[config.mk]
export PLATFORM = sky130hd
export DESIGN_NAME = mips_fetch_queue
export DESIGN_NICKNAME = d
export VERILOG_FILES = /design/src/rtl/mips_fetch_queue.sv
export SDC_FILE = /design/constraint.sdc
export NUM_CORES = 1
export LEC_CHECK = 0
export ABC_CLOCK_PERIOD_IN_PS = 2600
export CAP_MARGIN = 20
export CORE_MARGIN = 1
export CORE_UTILIZATION = 49
export CTS_CLUSTER_SIZE = 25
export DETAILED_ROUTE_END_ITERATION = 10
export PLACE_DENSITY = 0.84
export SETUP_SLACK_MARGIN = 0.2
export SKIP_LAST_GASP = 1
export SLEW_MARGIN = 25
export SYNTH_ARGS = -nofsm -noshare
export SYNTH_HDL_FRONTEND = slang
export SYNTH_SLANG_ARGS = --single-unit
[constraint.sdc]
create_clock -name clk -period 2.6 [get_ports clk]
set_clock_uncertainty 0.15 [all_clocks]
set_input_delay 0.26 -clock clk [delete_from_list [all_inputs] [get_ports clk]]
set_output_delay 0.26 -clock clk [all_outputs]
set_load 0.05 [all_outputs]
[src/rtl/mips_fetch_queue.sv]
// mips_fetch_queue: instruction fetch front end for the MIPS core.
// Issues sequential fetch requests to a synchronous-read instruction memory.
// Returned words are buffered with their PCs in a DEPTH-entry prefetch queue,
// and the queue feeds decode through a valid/ready handshake. A redirect
// flushes the queue, squashes the in-flight response and restarts fetch.
// Fetch is credit-driven: a request goes out only when the queue is
// guaranteed to have room for its response.
// DEPTH must be a power of two and at least 2.
// Optional feature: define FETCHQ_PERF_EN to add the perf_fetched and
// perf_stall counter outputs.
module mips_fetch_queue #(
    parameter int          DEPTH    = 4,
    parameter logic [31:0] RESET_PC = 32'h0000_0000
) (
    input  logic        clk,
    input  logic        reset,
    output logic        imem_req,
    output logic [31:0] imem_addr,
    input  logic [31:0] imem_rdata,
    input  logic        redirect,
    input  logic [31:0] redirect_pc,
    output logic        id_valid,
    input  logic        id_ready,
    output logic [31:0] id_instr,
    output logic [31:0] id_pc,
`ifdef FETCHQ_PERF_EN
    output logic [31:0] perf_fetched,
    output logic [31:0] perf_stall,
`endif
    output logic [31:0] id_pc_plus4
);

    localparam int PW = $clog2(DEPTH);
    localparam logic [PW+1:0] DEPTH_C = DEPTH[PW+1:0];

    logic [31:0] fpc;
    logic        pending;
    logic [31:0] rspPc;
    logic [PW-1:0] rdPtr;
    logic [PW-1:0] wrPtr;
    logic [PW:0]   count;
    logic [PW+1:0] credit;
    logic          push;
    logic          pop;

    logic [31:0] qInstr [DEPTH];
    logic [31:0] qPc    [DEPTH];

    // Credit check: queued entries plus the response still in flight.
    assign credit    = {1'b0, count} + {{(PW+1){1'b0}}, pending};
    assign imem_req  = !reset && !redirect && (credit < DEPTH_C);
    assign imem_addr = fpc;

    assign id_valid  = (count != '0) && !redirect;
    assign push      = pending && !redirect;
    assign pop       = id_valid && id_ready;

    // Head fields are forced to zero whenever the head is not valid.
    always_comb begin
        // NOTE: every always_comb output gets a default first so no latch is inferred.
        id_instr    = 32'h0;
        id_pc       = 32'h0;
        id_pc_plus4 = 32'h0;
        if (id_valid) begin
            id_instr    = qInstr[rdPtr];
            id_pc       = qPc[rdPtr];
            id_pc_plus4 = qPc[rdPtr] + 32'd4;
        end
    end

    // Fetch PC, response tracking, pointers and occupancy.
    always_ff @(posedge clk) begin
        // NOTE: sequential state uses non-blocking assignments so every register samples pre-edge values.
        if (reset) begin
            fpc     <= RESET_PC;
            pending <= 1'b0;
            rspPc   <= 32'h0;
            rdPtr   <= '0;
            wrPtr   <= '0;
            count   <= '0;
        end else if (redirect) begin
            fpc     <= redirect_pc;
            pending <= 1'b0;
            rdPtr   <= '0;
            wrPtr   <= '0;
            count   <= '0;
        end else begin
            if (imem_req) begin
                pending <= 1'b1;
                rspPc   <= fpc;
                fpc     <= fpc + 32'd4;
            end else begin
                pending <= 1'b0;
            end
            if (push) wrPtr <= wrPtr + 1'b1;
            if (pop)  rdPtr <= rdPtr + 1'b1;
            case ({push, pop})
                2'b10:   count <= count + 1'b1;
                2'b01:   count <= count - 1'b1;
                default: count <= count;
            endcase
        end
    end

    // Queue storage: write the returning word and its PC at the tail.
    always_ff @(posedge clk) begin
        // NOTE: storage has no reset; pointers and count alone decide which entries are live.
        if (push && !reset) begin
            qInstr[wrPtr] <= imem_rdata;
            qPc[wrPtr]    <= rspPc;
        end
    end

`ifdef FETCHQ_PERF_EN
    // Performance counters: pushes, and cycles with nothing to hand to decode.
    always_ff @(posedge clk) begin
        if (reset) begin
            perf_fetched <= 32'h0;
            perf_stall   <= 32'h0;
        end else begin
            if (push)                   perf_fetched <= perf_fetched + 32'd1;
            if (!id_valid && !redirect) perf_stall   <= perf_stall + 32'd1;
        end
    end
`else
    // Counters are not built in this configuration.
`endif

endmodule

==> metrics.cfg <==
[outcome]
status = finished with violations
violations = setup timing

[grt]
antenna_found_initial = 0
overflow = 0
grt_pass1_vias = 9072
grt_pass1_wl_um = 50500
grt.total_usage_pct = 23.3
grt_max_degree = 66

[detailed_routing]
via_per_inst = 5.61
avgRoutedWirePerCell_um = 20.6
ant_nets = 0
drcViolationCount = 0
first_pass_iters = 5
routed_wl_um = 33600
num_vias = 9118
drtIter0Drc = 1013

[hold_path]
hold_path_depth = 4
min_path_type = in2reg

[floorplan]
rows = 60
core_region_area_um2 = 27200
die_width_um = 169
io_pins = 198
dieArea_um2 = 28600
die_h_um = 169
initial_utilization_pct = 50.4

[worst_setup_path]
slowest_stage = mux4_2
rr_worst_depth = 6
critPathBufInv = 4
crit_required_ns = 2.19
worstPathArrival_ns = 2.78
path_class = reg2out
path_depth = 10
start_kind = flip-flop
crit_path_frequent_cell = buf_12
crit_fanout = 17
critical_path.top_delay_family = simple AND/OR/NAND/NOR gates
end_kind = primary output
cp_slowest_stage_delay_ns = 0.37
cp_cell_sequence = buf_12 > mux4_2 > and4_4 > nand4_1 > buf_6 > buf_12 > nor4_4 > xnor2_2 > nor2_4 > buf_12

[sta]
maxSlewHeadroom_pct = 56.6
layout_setup_ws_ns = -0.589
fin_crit_ns = 3.19
tns_ns = -17.24
max_freq_mhz = 314
grt_setup_unrepaired = true
slew_viol_final = 0
period_share_pct = 123
finalHoldViolCount = 0
worst_slew_pin_slew_ns = 0.652
setup_viol = 72

[synthesis]
synth_area_um2 = 13700
synth-edff-count = 256
syn_nets = 1035
ys.flop_type = edfxtp_1
ys_types = 44
yosys_warnings = 0
seq_area_frac_synth_pct = 66.9
synthArstFlopShare_pct = 0
syn_inst = 959
synth_seq_cells = 330
avgSynthCellArea_um2 = 14.3

[finish]
post-route-util_pct = 68.9
layout_common_cells = edfxtp_1 (256), buf_4 (137), nand2_1 (101)
final_common_cell = edfxtp_1
final_nets = 1305
diodes = 0
syn_to_final_growth_pct = 36.7
drive_gt1_share_pct = 35.5

[power]
peakVddDrop_mv = 0.521
clockPowerShare_pct = 43.3
sw_frac_of_total_pct = 21.3
p_leak_nw = 6.53
p_per_area_nw_per_um2 = 606
netSwitchingPower_mw = 2.42
intPower_mw = 8.92
p_comb_share_pct = 5.6
power_mw = 11.3
power_frac_seq_pct = 51.2

[clock_tree]
cts_num_sinks = 330
clk_pin_slew_ns = 0.06
cts_tree = built
cts_max_path_buffers = 3
htreeDepth = 2
cts_buffers = 34
cts-root-buf = clkbuf_16
worstSkewPairLatency_ns = 0.50

[placement]
place_congestion = 0.843
pre_cts_ws_ns = -0.124
port_buffers = 197
dp.final_hpwl_um = 20700

[run]
cap_violations = 0

-- through the flow --
| step | cells | hold WS, ns | area (um^2) |
|---|---|---|---|
| 2_1_floorplan | 959 | 0.209 | 14200 |
| 3_3_place_gp | 1536 | 0.328 | 17000 |
| 3_5_place_dp | 1536 | 0.331 | 17000 |
| 4_1_cts | 1605 | 0.0598 | 18400 |
| 5_1_grt | 1626 | 0.0903 | 18700 |
| 6_report | 1626 | 0.0730 | 18700 |
-- metal layers --
metal | global-route usage (%) | wire (um) | up-vias
met2 | 39.4 | 16300 | 478
met1 | 30.3 | 13500 | 4457
met4 | 7.13 | 835 | 0
met3 | 5.13 | 2870 | 59
met5 | 0 | 0 | -
li1 | - | - | 4124
-- flip-flops by register name, summed over array words and instances (netlist names), named ones only --
register,cells
pending,1
wrPtr,2
rspPc,32
qInstr,128
rdPtr,2
count,3
qPc,128
imem_addr,32
-- Yosys cell counts (2+ instances only) --
cell	count	area, um^2
a221oi_1	6	52.6
clkbuf_1	37	139
mux2i_1	4	40.0
a2bb2oi_1	2	17.5
nor3_1	15	75.1
nor2b_1	8	50.1
inv_1	16	60.1
a31oi_1	5	31.3
buf_6	4	45.0
nand3b_1	2	15.0
nand2b_1	5	31.3
nand3_1	24	120
nor4_1	8	50.1
xnor2_1	18	158
o22ai_1	6	37.5
and2_1	63	394
nor2_1	73	274
ha_1	7	87.6
or2_2	2	12.5
buf_2	8	40.0
and4_1	6	52.6
buf_4	7	52.6
a22oi_1	2	15.0
a21oi_1	57	285
a222oi_1	4	40.0
o21ai_0	20	100
dfxtp_1	74	1480
mux2_2	2	22.5
mux4_2	64	1440
or3_1	9	56.3
edfxtp_1	256	7690
xor2_1	16	140
and3_1	11	68.8
nand2_1	101	379
nand4_1	8	50.1
-- cell type report --
type	instances	area, um^2
multi-input combinational	557	4800
clock inverter	22	229
tap	372	465
fill	1780	8450
timing repair buffer	290	3050
sequential	330	9190
clock buffer	39	911
inverter	16	68.8
-- power by group through the flow --
stage	Clock, mW	Combinational (mW)	Sequential (mW)
2_1_floorplan	0	0.240	5.99
3_3_place_gp	0	0.596	5.91
3_5_place_dp	0	0.606	5.91
4_1_cts	4.96	0.622	5.80
5_1_grt	5.20	0.672	5.81
6_report	4.91	0.633	5.80
-- path summary, 6_finish.rpt --
kind	start	endpoint	slack [ns]
min reg2reg	imem_addr[21]	rspPc[21]	0.34
max reg2reg	imem_addr[9]	imem_addr[24]	0.29
max	flip-flop	id_pc_plus4[29]	-0.59
min	reset	count[2]	0.07
-- kinds of logic after synthesis --
kind of cell / synth area share [%]
buffers and inverters: 2.46
flip-flops: 66.9
AO/OA/AOI/OAI: 4.37
AND/OR/NAND/NOR: 12.3
multiplexers: 11.0
adder cells (fa/ha/maj): 0.785
XOR/XNOR: 2.17
-- worst min-delay path, stage by stage --
cell and delay, ns:
buf_2 0.09, or2_1 0.13, buf_4 0.17, a21oi_2 0.04
-- what timing repair did --
item | 4_1_cts | 5_1_grt
pin swaps | 5 | 19
endpoints found under the setup margin | 98 | 99
buffers inserted | 6 | 19
resized for setup | 43 | 25
cloned | 2 | 2
hold buffers | 0 | 0
Note: power is estimated with default switching activity, not from simulation.
